## config.mk

```make
export PLATFORM = sky130hd
export DESIGN_NAME = alien_bomb_flat
export DESIGN_NICKNAME = d
export VERILOG_FILES = /design/src/rtl/alien_bomb_if.sv /design/src/rtl/alien_bomb.sv /design/src/flat_wrapper.sv
export SDC_FILE = /design/constraint.sdc
export NUM_CORES = 1
export LEC_CHECK = 0
export CORE_MARGIN = 5
export CORE_UTILIZATION = 55
export DETAILED_ROUTE_END_ITERATION = 8
export PLACE_DENSITY = 0.95
export REMOVE_ABC_BUFFERS = 1
export SYNTH_ARGS = -nofsm -noshare
export SYNTH_HDL_FRONTEND = slang
export SYNTH_SLANG_ARGS = --single-unit
```

## constraint.sdc

```tcl
create_clock -name frame_clk -period 6.65 [get_ports frame_clk]
set_clock_uncertainty 0.05 [all_clocks]
set_input_delay 0.665 -clock frame_clk [delete_from_list [all_inputs] [get_ports frame_clk]]
set_output_delay 0.665 -clock frame_clk [all_outputs]
set_load 0.01 [all_outputs]
```

## src/rtl/alien_bomb_if.sv

```systemverilog
// Shooter request / bomb slot bus between alien_bomb and the alien grid,
// colormapper and renderer.
interface alien_bomb_if;
  logic [2:0]  shooter_col;
  logic        shooter_valid;
  logic [9:0]  shooter_X;
  logic [9:0]  shooter_Y;
  logic [2:0]  hit_player;
  logic [2:0]  hit_block;
  logic [29:0] bomb_X;
  logic [29:0] bomb_Y;
  logic [2:0]  bomb_on_screen;
  logic        fired;
  logic        player_hit;

  modport master (
    output shooter_col, bomb_X, bomb_Y, bomb_on_screen, fired, player_hit,
    input  shooter_valid, shooter_X, shooter_Y, hit_player, hit_block
  );

  modport slave (
    input  shooter_col, bomb_X, bomb_Y, bomb_on_screen, fired, player_hit,
    output shooter_valid, shooter_X, shooter_Y, hit_player, hit_block
  );
endinterface

```

## src/rtl/alien_bomb.sv

```systemverilog
// Alien bomb launcher: three falling bomb slots, LFSR-picked shooter column,
// cooldown-paced launch attempts with bounded retries on dead columns.
module alien_bomb #(
  parameter int BOMB_Y_STEP   = 2,
  parameter int BOMB_Y_MAX    = 479,
  parameter int FIRE_INTERVAL = 48,
  parameter int SPAWN_OFFSET  = 8
) (
  input  logic         frame_clk,
  input  logic         Reset,
  input  logic         enable,
  alien_bomb_if.master bus
);
  localparam int          NSLOT       = 3;
  localparam logic [5:0]  COOL_RELOAD = 6'(FIRE_INTERVAL - 1);
  localparam logic [10:0] STEP_11     = 11'(BOMB_Y_STEP);
  localparam logic [10:0] YMAX_11     = 11'(BOMB_Y_MAX);
  localparam logic [9:0]  STEP_10     = 10'(BOMB_Y_STEP);
  localparam logic [9:0]  SPAWN_10    = 10'(SPAWN_OFFSET);
  localparam logic [7:0]  LFSR_SEED   = 8'hA5;

  typedef enum logic [1:0] {IDLE, SELECT, LAUNCH} state_t;

  state_t           state;
  logic [5:0]       cooldown;
  logic [7:0]       lfsr;
  logic [2:0]       retry;
  logic [2:0]       col;
  logic [9:0]       pos_x [NSLOT];
  logic [9:0]       pos_y [NSLOT];
  logic [NSLOT-1:0] active;
  logic             fired;
  logic             player_hit;
  logic [NSLOT-1:0] free;
  logic [NSLOT-1:0] load_sel;
  logic             launch;

  function automatic logic falls_off(input logic [9:0] y);
    logic [10:0] next_y;
    next_y = {1'b0, y} + STEP_11;
    return next_y > YMAX_11;
  endfunction

  function automatic logic [7:0] lfsr_next(input logic [7:0] l);
    return {l[6:0], l[7] ^ l[5] ^ l[4] ^ l[3]};
  endfunction

  // Free mask is taken from start-of-cycle state, so a slot cleared this
  // cycle cannot be reloaded until the next one.
  always_comb begin
    free     = ~active;
    load_sel = free & (~free + 3'd1);
    launch   = (state == LAUNCH) && bus.shooter_valid && (free != '0);
  end

  always_ff @(posedge frame_clk) begin
    if (Reset) begin
      state      <= IDLE;
      cooldown   <= COOL_RELOAD;
      lfsr       <= LFSR_SEED;
      retry      <= '0;
      col        <= '0;
      active     <= '0;
      fired      <= 1'b0;
      player_hit <= 1'b0;
      for (int i = 0; i < NSLOT; i++) begin
        pos_x[i] <= '0;
        pos_y[i] <= '0;
      end
    end else if (enable) begin
      lfsr       <= lfsr_next(lfsr);
      fired      <= launch;
      player_hit <= |(bus.hit_player & active);

      for (int i = 0; i < NSLOT; i++) begin
        if (active[i]) begin
          if (bus.hit_player[i] || bus.hit_block[i] || falls_off(pos_y[i])) begin
            active[i] <= 1'b0;
            pos_y[i]  <= '0;
          end else begin
            pos_y[i] <= pos_y[i] + STEP_10;
          end
        end else if (launch && load_sel[i]) begin
          active[i] <= 1'b1;
          pos_x[i]  <= bus.shooter_X;
          pos_y[i]  <= bus.shooter_Y + SPAWN_10;
        end
      end

      case (state)
        IDLE: begin
          if (cooldown != '0) begin
            cooldown <= cooldown - 6'd1;
          end else if (free != '0) begin
            state <= SELECT;
            col   <= lfsr[2:0];
          end
        end
        SELECT: state <= LAUNCH;
        LAUNCH: begin
          // A live shooter or the eighth dead column both end the attempt.
          if (bus.shooter_valid || retry == 3'd7) begin
            state    <= IDLE;
            cooldown <= COOL_RELOAD;
            retry    <= '0;
          end else begin
            state <= SELECT;
            retry <= retry + 3'd1;
            col   <= lfsr[2:0];
          end
        end
        default: state <= IDLE;
      endcase
    end else begin
      fired      <= 1'b0;
      player_hit <= 1'b0;
    end
  end

  assign bus.shooter_col    = col;
  assign bus.bomb_X         = {pos_x[2], pos_x[1], pos_x[0]};
  assign bus.bomb_Y         = {pos_y[2], pos_y[1], pos_y[0]};
  assign bus.bomb_on_screen = active;
  assign bus.fired          = fired;
  assign bus.player_hit     = player_hit;
endmodule

```

## src/flat_wrapper.sv

```systemverilog
// flat-port wrapper written by rule: the top's interface ports become plain ports
module alien_bomb_flat 
#(
  parameter int BOMB_Y_STEP   = 2,
  parameter int BOMB_Y_MAX    = 479,
  parameter int FIRE_INTERVAL = 48,
  parameter int SPAWN_OFFSET  = 8
)
  (frame_clk, Reset, enable, bus_shooter_col, bus_bomb_X, bus_bomb_Y, bus_bomb_on_screen, bus_fired, bus_player_hit, bus_shooter_valid, bus_shooter_X, bus_shooter_Y, bus_hit_player, bus_hit_block);
  alien_bomb_if bus_i ();
  input  logic frame_clk;
  input  logic Reset;
  input  logic enable;
  output wire logic [$bits(bus_i.shooter_col)-1:0] bus_shooter_col;
  output wire logic [$bits(bus_i.bomb_X)-1:0] bus_bomb_X;
  output wire logic [$bits(bus_i.bomb_Y)-1:0] bus_bomb_Y;
  output wire logic [$bits(bus_i.bomb_on_screen)-1:0] bus_bomb_on_screen;
  output wire logic [$bits(bus_i.fired)-1:0] bus_fired;
  output wire logic [$bits(bus_i.player_hit)-1:0] bus_player_hit;
  input wire logic [$bits(bus_i.shooter_valid)-1:0] bus_shooter_valid;
  input wire logic [$bits(bus_i.shooter_X)-1:0] bus_shooter_X;
  input wire logic [$bits(bus_i.shooter_Y)-1:0] bus_shooter_Y;
  input wire logic [$bits(bus_i.hit_player)-1:0] bus_hit_player;
  input wire logic [$bits(bus_i.hit_block)-1:0] bus_hit_block;
  assign bus_shooter_col = bus_i.shooter_col;
  assign bus_bomb_X = bus_i.bomb_X;
  assign bus_bomb_Y = bus_i.bomb_Y;
  assign bus_bomb_on_screen = bus_i.bomb_on_screen;
  assign bus_fired = bus_i.fired;
  assign bus_player_hit = bus_i.player_hit;
  assign bus_i.shooter_valid = bus_shooter_valid;
  assign bus_i.shooter_X = bus_shooter_X;
  assign bus_i.shooter_Y = bus_shooter_Y;
  assign bus_i.hit_player = bus_hit_player;
  assign bus_i.hit_block = bus_hit_block;
  alien_bomb #(.BOMB_Y_STEP(BOMB_Y_STEP), .BOMB_Y_MAX(BOMB_Y_MAX), .FIRE_INTERVAL(FIRE_INTERVAL), .SPAWN_OFFSET(SPAWN_OFFSET)) u_core (.frame_clk(frame_clk), .Reset(Reset), .enable(enable), .bus(bus_i));
endmodule
```

==> reports/results.ini, run 1 <==
[flow_run]
cap_violations = 0

[drt]
drtIter0Drc = 365
drc = 0
via_per_inst = 6.14
via_count = 3764
wl_um = 12300
wl_per_cell_um = 20.0
ant_nets = 0
drt-pass1-iter-count = 9

[worst_hold_path]
min-delay-start = u_core.bus.shooter_col[2]$_SDFFE_PP0P_
hold_path.class = reg -> reg
holdPathStages = 2
whs_endpoint = u_core.bus.shooter_col[2]$_SDFFE_PP0P_

[clock_network]
postCtsSetupBuffers = 0
h-tree-depth = 3
postCtsResizedCells = 0
cts_tree = built
ctsRootBufferMaster = clkbuf_8
cts_hold_buf = 0
clk_pin_slew_ps = 90
cts_buffers = 9
cts_buffer_depth = 2
clock_latency_ps = 370
clock-sinks = 87

[logic_synthesis]
synth_ff_type = edfxtp_1
ys_seq_area_share_pct = 52.9
synth_area_leaders = edfxtp_1 (41%), dfxtp_1 (12%), xor2_1 (3.4%), nand2_1 (3.1%), nor2_1 (3.1%)
synth_top_area_share_pct = 40.7
synthDistinctLibCells = 64
async_reset_ff_share_pct = 0
synth_cells = 412
yosys_warnings = 0
synth-seq-cells = 87
synth_top_area_cell = edfxtp_1
synthesis.area_um2 = 4430
synth_edf_count = 60
synth.avg_cell_area_um2 = 10.8

[sta]
fmax_mhz = 256
slew_viol_final = 0
max_slew_margin_pct = 52.2
min_period_ps = 3900
hold_violations = 0
tns_ps = 0
layout_setup_ws_ps = 2750
tightest_slew_ps = 712
post-route-period-util_pct = 58.7
setup_viol = 0
rsz0062_at_grt = no

[finish]
multiInputGateArea_um2 = 1950
drive_above_1_share_pct = 7.24
fillers = 503
seqCellArea_um2 = 2340
n_antenna_cell = 0
nets = 547
syn_to_final_growth_pct = 27.1

[global_route]
grt_pass1_wl_um = 19200
grt_pass1_vias = 3743
grt_max_degree = 19
antenna_found_initial = 1
grt-ovfl-total = 0
track_usage_pct = 24.7

[floorplan]
initial_core_util_pct = 57.0
die_h_um = 99.7
coreArea_um2 = 7770
rows = 32
io_pins = 98
fp.dieW_um = 99.7
fp.dieArea_um2 = 9950

[critical_path]
arrival_ps = 3890
worst-r2r-setup-slack_ps = 3940
worst-path-buf-inv = 1
crit_type = in -> reg
r2r_end = u_core.pos_y[1][0]$_SDFFCE_PP0P_
cp_max_fo = 14
r2r_cells = 7
slowest_stage = clkdlybuf4s50_1
worst_setup_path_start_kind = input pin
slowest_delay_ps = 920
reg2reg_from = u_core.pos_y[1][1]$_SDFFCE_PP0P_
cp_data_required_time_ps = 6640
crit_path_cell_trace = clkdlybuf4s50_1 -> nor2b_1 -> nand2_2 -> or4b_4 -> nand2_1 -> a21o_1
cp-end-kind = flip-flop
critical-path-top-delay-family = simple AND/OR/NAND/NOR gates

[run_status]
status = completed

[place]
port_buffers = 97
dp_slack_ps = 2580
gp_congestion = 0.853
dp_hpwl_um = 8620

[power_and_ir_drop]
powerDensity_nw_per_um2 = 195
irDropWorstVdd_mv = 0.185
p_leak_nw = 2.01

## layer usage
metal | track usage (%) | wire length, um | vias up
met5 | 0 | 13 | -
met4 | 12.3 | 452 | 2
met3 | 4.98 | 899 | 49
met2 | 42.7 | 6310 | 246
met1 | 29.0 | 4600 | 1769
li1 | - | - | 1698
## logic make-up (layout without fill, tap and decap cells)
kind of cell / after synthesis / in the layout / share of synthesized area [%]
mux: 12 / 12 / 2.77
xor+xnor: 29 / 29 / 5.73
simple gates: 169 / 169 / 20.0
compound gates: 77 / 77 / 12.5
buf+inv: 27 / 126 / 3.02
flops: 87 / 87 / 52.9
fa+ha+maj: 11 / 11 / 3.11
## layout by cell type, fill, tap and decap left out, types with 2 or more instances in the layout
cell             netlist  routed
o31ai_1                4       4
nor4b_2                2       2
and2_1                19      19
a21oi_2                2       2
clkinvlp_4             0       2
nand2b_1               3       3
inv_6                  0       4
a21oi_1               12      12
nand3_1               24      24
a21o_1                 3       3
nand3b_1               4       4
xor2_1                17      17
xnor2_1               12      12
inv_1                 12      12
a211oi_1               7       7
a31oi_1                2       2
a22oi_1                3       3
nor2_1                37      37
ha_1                  11      11
o21ai_0               12      12
nor2b_1                4       4
edfxtp_1              60      60
nand4_1                4       4
mux2i_1               10      10
clkdlybuf4s50_1        0      97
or2_2                  2       2
and3_1                 7       7
clkbuf_8               0       9
nor3_1                10      10
o21ai_1                6       6
dfxtp_1               27      27
nand2_1               37      37
o211ai_1               4       4
mux2_2                 2       2
or3_1                  3       3
o22ai_1                7       7
o21a_1                 2       2
## cell type report
| cell class | count | share of cell area (%) |
|---|---|---|
| Clock inverter | 7 | 1.09 |
| Inverter | 12 | 0.800 |
| Multi-Input combinational cell | 298 | 34.7 |
| Sequential cell | 87 | 41.6 |
| Tap cell | 102 | 2.27 |
| Timing Repair Buffer | 98 | 17.4 |
| Clock buffer | 9 | 2.20 |
## registers in the layout, summed over array words and instances, names as in the netlist
register,flops
u_core.bus.player_hit,1
u_core.bus.shooter_col,3
u_core.retry,3
u_core.cooldown,6
u_core.state,2
u_core.pos_y,30
u_core.pos_x,30
u_core.bus.bomb_on_screen,3
u_core.lfsr,8
u_core.bus.fired,1
## power by group
part           switching [W]  leakage [nW]  internal (W)
combinational      0.0000625          1.09     0.0000594
sequential         0.0000203         0.831      0.000596
clock               0.000218        0.0892      0.000144
## tightest hold or removal path, cell delays in order (launching register included)
cell,delay [ps]
dfxtp_1,350
mux2i_1,70
nor2_1,70
## worst max path at each step
stage | start | to | slack (ps) | cells after the start
floorplan | enable | u_core.pos_y[2][1]$_SDFFCE_PN0P_ | 3940 | 5
global placement | enable | u_core.pos_y[2][1]$_SDFFCE_PN0P_ | 2740 | 6
detailed placement | enable | u_core.pos_y[2][5]$_SDFFCE_PN0P_ | 2580 | 6
CTS | enable | u_core.pos_y[2][4]$_SDFFCE_PN0P_ | 2850 | 6
finish | enable | u_core.pos_y[2][4]$_SDFFCE_PN0P_ | 2750 | 6
global route | enable | u_core.pos_y[2][4]$_SDFFCE_PN0P_ | 2620 | 6
## cells in the mapped netlist (3+ instances only)
cell and count:
a211oi_1 7, a21o_1 3, a21oi_1 12, a22oi_1 3, and2_1 19, and3_1 7, buf_2 5, buf_4 3
clkbuf_1 4, dfxtp_1 27, edfxtp_1 60, ha_1 11, inv_1 12, mux2i_1 10, nand2_1 37, nand2b_1 3
nand3_1 24, nand3b_1 4, nand4_1 4, nor2_1 37, nor2b_1 4, nor3_1 10, o211ai_1 4, o21ai_0 12
o21ai_1 6, o22ai_1 7, o31ai_1 4, or3_1 3, xnor2_1 12, xor2_1 17
## per-stage QoR
stage               power [W]  area (um^2)  hold WS [ps]  cells  utilization (%)
global route          0.00113         5630           501    613             72.5
floorplan            0.000674         4340           394    397                -
CTS                   0.00110         5630           467    613             72.5
detailed placement   0.000746         5450           441    597             70.1
global placement     0.000740         5450           413    597             70.1
finish                0.00110         5630           467    613             72.5
Note: power is estimated with default switching activity, not from simulation.
==> inputs of run 2 (changes only) <==
CORE_UTILIZATION = 51   (was 55)
PLACE_DENSITY = 0.92   (was 0.95)
clock period = 3.7 ns   (was 6.65 ns; I/O delays follow)
==> run 2 against run 1 <==
- critical path depth rose by 1
- worst setup slack got worse by 1800 ps
- die area up 7.0%
- count of clock-buffer cells in the layout unchanged
- critical path type is now reg -> reg
- critical endpoint is now u_core.pos_y[0][0]$_SDFFCE_PP0P_
- largest cell class unchanged
==> reports/results.ini, run 2 (same netlist as run 1, synthesis figures left out) <==
[run_status]
status = completed

[sta]
hold_violations = 0
tns_ps = 0
slew_viol_final = 0
min_period_ps = 2720
post-route-period-util_pct = 73.4
hold-worst-slack_ps = 454
max_slew_margin_pct = 57.3
setup_viol = 0
fmax_mhz = 368
tightest_slew_ps = 638
rsz0062_at_grt = no

[finish]
nets = 551
top_regs = u_core.pos_x x30, u_core.pos_y x30, u_core.lfsr x8
final_common_cell = clkdlybuf4s50_1
drive_above_1_share_pct = 7.96
syn_to_final_growth_pct = 28.4
layout_common_cells = clkdlybuf4s50_1 (97), edfxtp_1 (60), nand2_1 (37), nor2_1 (37), dfxtp_1 (27)
postLayoutCellArea_um2 = 5690
n_antenna_cell = 0

[power_and_ir_drop]
p_leak_nw = 2.04
irDropWorstVdd_mv = 0.293
powerDensity_nw_per_um2 = 352

[drt]
ant_nets = 0
dr_wl_met3_um = 913
drc = 0
via_per_inst = 5.89
wl_per_cell_um = 18.2
via_count = 3671
route.met2.wl_um = 5700
drt-pass1-iter-count = 6
drt-met1-wl_um = 4400
drtIter0Drc = 290
top_layer_used = met4
wl_um = 11300

[critical_path]
crit_type = reg -> reg
worst_setup_path_start_kind = flip-flop
cp_max_fo = 12
cp-end-kind = flip-flop
arrival_ps = 2750
cp_data_required_time_ps = 3740

[floorplan]
initial_core_util_pct = 51.5
fp.dieArea_um2 = 10600
coreArea_um2 = 8590
die_h_um = 103
fp.dieW_um = 103
io_pins = 98
rows = 34

[clock_network]
postCtsSetupBuffers = 0
clk_pin_slew_ps = 90
cts_hold_buf = 0
h-tree-depth = 3
cts_buffers = 9
ctsRootBufferMaster = clkbuf_8
cts_buffer_depth = 2
cts_tree = built
postCtsResizedCells = 0
clock-sinks = 87
clock_latency_ps = 360

[global_route]
grt_pass1_vias = 3529
antenna_found_initial = 0
grt_max_degree = 18
grt-ovfl-total = 0
grt_pass1_wl_um = 17900
track_usage_pct = 22.0

[worst_hold_path]
hold_path.class = reg -> reg

[flow_run]
cap_violations = 0

[place]
gp_congestion = 0.903
port_buffers = 97
dpl-instance-area_um2 = 5480
dp_hpwl_um = 8500

[run 2: cell count changes in the layout (fill, tap and decap cells not counted)]
cell        change
clkinv_4        +2
clkinv_2        +1
buf_4           +4
inv_8           -1
bufinv_16       +1
clkinvlp_4      -2
inv_6           -1
[run 2: path summary, 6_finish.rpt]
kind / from / to / slack (ps) / cells past startpoint
max: u_core.pos_y[0][2]$_SDFFCE_PP0P_ / u_core.pos_y[0][0]$_SDFFCE_PP0P_ / 980 / 7
min: u_core.bus.shooter_col[1]$_SDFFE_PP0P_ / u_core.bus.shooter_col[1]$_SDFFE_PP0P_ / 450 / 2
max reg2reg: u_core.pos_y[0][2]$_SDFFCE_PP0P_ / u_core.pos_y[0][0]$_SDFFCE_PP0P_ / 980 / 7
min reg2reg: u_core.bus.shooter_col[1]$_SDFFE_PP0P_ / u_core.bus.shooter_col[1]$_SDFFE_PP0P_ / 450 / 2
[run 2: metrics by stage]
| stage | worst slack (ps) | util [%] | std cells | power [W] |
|---|---|---|---|---|
| floorplan | 1290 | - | 397 | 0.00121 |
| global placement | 826 | 63.8 | 607 | 0.00133 |
| detailed placement | 729 | 63.8 | 607 | 0.00134 |
| CTS | 1020 | 66.2 | 623 | 0.00201 |
| global route | 797 | 66.2 | 623 | 0.00208 |
| finish | 984 | 66.2 | 623 | 0.00200 |
[run 2: per-layer routing]
metal	up-vias	GRT usage, %
met1	1755	27.2
li1	1699	-
met3	32	5.03
met5	-	0
met4	0	8.76
met2	185	37.3
[run 2: layout make-up]
class	instances	area, um^2
fillers	665	2910
flip-flops and latches	87	2340
multi-input cells	298	1950
repair buffers	102	1010
well taps	108	135
clock buffers	9	124
clock inverters	7	78.8
inverters	12	45.0
[run 2: where the power goes]
group	total, W	switching (W)	internal (W)	leakage (nW)
Clock	0.000680	0.000359	0.000320	0.105
Sequential	0.00111	0.0000353	0.00107	0.831
Combinational	0.000217	0.000107	0.000109	1.11
Total	0.00200	0.000502	0.00150	2.04
[run 2: critical path: stages (launching register included)]
cell and delay (ps):
edfxtp_1 520, ha_1 480, xor2_1 250, nand3_1 120
a21oi_2 260, a211oi_2 170, o31ai_4 390, and2_1 200
==> inputs of run 3 (changes only) <==
CORE_UTILIZATION = 46   (was 51)
PLACE_DENSITY = 0.88   (was 0.92)
clock period = 2.4 ns   (was 3.7 ns; I/O delays follow)
==> run 3 against run 2 <==
- final area increased by 4.9%
- power grew 53%
- highest routed layer unchanged
- global-route usage shrank 2.1 points
- clock power rose by 47%
- critical path type unchanged
- sequential cell count did not move
- largest power group unchanged
- largest cell class unchanged
==> reports/results.ini, run 3 (same netlist as run 1, synthesis figures left out) <==
[run_status]
status = completed

[clock_network]
cts_tree = built
clock_latency_ps = 360
cts_buffer_depth = 2
h-tree-depth = 3
clk_pin_slew_ps = 100
cts_hold_buf = 0
cts_buffers = 9
clock-sinks = 87
ctsRootBufferMaster = clkbuf_8

[sta]
max_slew_margin_pct = 68.9
hold_violations = 0
hold-worst-slack_ps = 443
layout_setup_ws_ps = 73.2
min_period_ps = 2330
tightest_slew_ps = 463
slew_viol_final = 0
fmax_mhz = 430
post-route-period-util_pct = 96.9
setup_viol = 0

[finish]
syn_to_final_growth_pct = 34.7
top_regs = u_core.pos_x x30, u_core.pos_y x30, u_core.lfsr x8
drive_above_1_share_pct = 13.6
utilization_pct = 64.0
postLayoutCellArea_um2 = 5970
nets = 580
layout_common_cells = clkdlybuf4s50_1 (97), edfxtp_1 (60), nand2_1 (37)
n_antenna_cell = 0
final_common_cell = clkdlybuf4s50_1

[power_and_ir_drop]
switchingPower_w = 0.000821
p_clk_share_pct = 32.8
comb_power_share_pct = 12.0
irDropWorstVdd_mv = 0.402
powerDensity_nw_per_um2 = 514
p_leak_nw = 2.19
power.sequential.fraction_pct = 55.2
power_switching_share_pct = 26.8
cellInternalPower_w = 0.00225

[worst_hold_path]
min-delay-start = u_core.lfsr[6]$_SDFFE_PP0P_
hold_path.class = reg -> reg

[critical_path]
crit_type = reg -> reg
crit_path_cell_trace = ha_2 -> nand4_1 -> nor4_1 -> o21ai_1 -> a211oi_2 -> o31ai_4 -> and2_1
worst_setup_path_start_kind = flip-flop
path_depth = 7
arrival_ps = 2420
slowest_stage = edfxtp_1
r2r_end = u_core.pos_y[0][0]$_SDFFCE_PP0P_
slowest_delay_ps = 370
worst-r2r-setup-slack_ps = 70
cp_data_required_time_ps = 2490
cp-end-kind = flip-flop
critical-path-top-delay-family = simple AND/OR/NAND/NOR gates
cp_max_fo = 12
worst-path-buf-inv = 0
startpoint = u_core.pos_y[0][2]$_SDFFCE_PP0P_
r2r_cells = 7
reg2reg_from = u_core.pos_y[0][2]$_SDFFCE_PP0P_
crit_path_end = u_core.pos_y[0][0]$_SDFFCE_PP0P_

[place]
dp_slack_ps = 4.48
port_buffers = 97
gp_congestion = 0.944
dp_hpwl_um = 8820
dpl-instance-area_um2 = 5700

[drt]
drt-pass1-iter-count = 5
wl_um = 11800
drc = 0
wl_per_cell_um = 17.5
via_count = 3726
ant_nets = 0
via_per_inst = 5.54
drtIter0Drc = 311

[global_route]
gr-usage-met2_pct = 33.8
antenna_found_initial = 0
grt_pass1_vias = 3685
grt_pass1_wl_um = 18100
track_usage_pct = 19.9
use_met3_pct = 3.94
top_usage_layer = met2
grt-ovfl-total = 0
grt_max_degree = 19
gr-usage-met1_pct = 24.3

[flow_run]
cap_violations = 0

[floorplan]
fp.dieW_um = 108
die_h_um = 108
rows = 35
io_pins = 98
fp.dieArea_um2 = 11700
initial_core_util_pct = 47.5
coreArea_um2 = 9330

==> run 3: area by class of cell <==
class                   count  area [um^2]
clock buffers               9          124
clock inverters             7         75.1
fillers                   730         3360
inverters                  12         45.0
multi-input cells         298         1970
flip-flops and latches     87         2340
well taps                 129          161
repair buffers            131         1250
==> run 3: timing repair <==
item,CTS,global route
gates resized for setup,1,6
cloned,0,0
pin swaps,0,3
setup endpoints to repair,1,12
buffers inserted,0,6
==> run 3: power groups by stage <==
| stage | clock (W) | combinational [W] | sequential, W |
|---|---|---|---|
| final | 0.00100 | 0.000368 | 0.00169 |
| after global routing | 0.00110 | 0.000394 | 0.00170 |
| after CTS | 0.00103 | 0.000361 | 0.00169 |
| after detailed placement | 0 | 0.000357 | 0.00173 |
| after global placement | 0 | 0.000350 | 0.00173 |
| after floorplan | 0 | 0.000125 | 0.00174 |
==> run 3: worst min-delay path, delay by kind of cell (launching register included) <==
family | cells | cell delay, ps
AND/OR/NAND/NOR | 1 | 60
flip-flops | 1 | 340
multiplexers | 1 | 70
==> run 3: through the flow <==
step | power (W) | setup TNS, ps | std cells
5_1_grt | 0.00319 | -181 | 673
6_report | 0.00307 | 0 | 673
3_3_place_gp | 0.00208 | 0 | 651
4_1_cts | 0.00308 | 0 | 667
2_1_floorplan | 0.00187 | 0 | 397
3_5_place_dp | 0.00209 | 0 | 651
==> run 3: worst min path at each step <==
stage	to	slack (ps)	depth (start not counted)
after floorplan	u_core.bus.bomb_on_screen[0]$_SDFFE_PP0P_	260	1
after global placement	u_core.lfsr[7]$_SDFFE_PP1P_	410	2
after detailed placement	u_core.lfsr[7]$_SDFFE_PP1P_	420	2
after CTS	u_core.lfsr[7]$_SDFFE_PP1P_	450	2
after global routing	u_core.bus.shooter_col[0]$_SDFFE_PP0P_	480	2
final	u_core.lfsr[7]$_SDFFE_PP1P_	440	2
==> run 3: layer usage <==
layer | vias to the layer above | share of wire [%]
li1 | 1764 | -
met4 | 0 | 3.0
met2 | 151 | 49
met5 | - | 0
met3 | 26 | 7.2
met1 | 1785 | 40
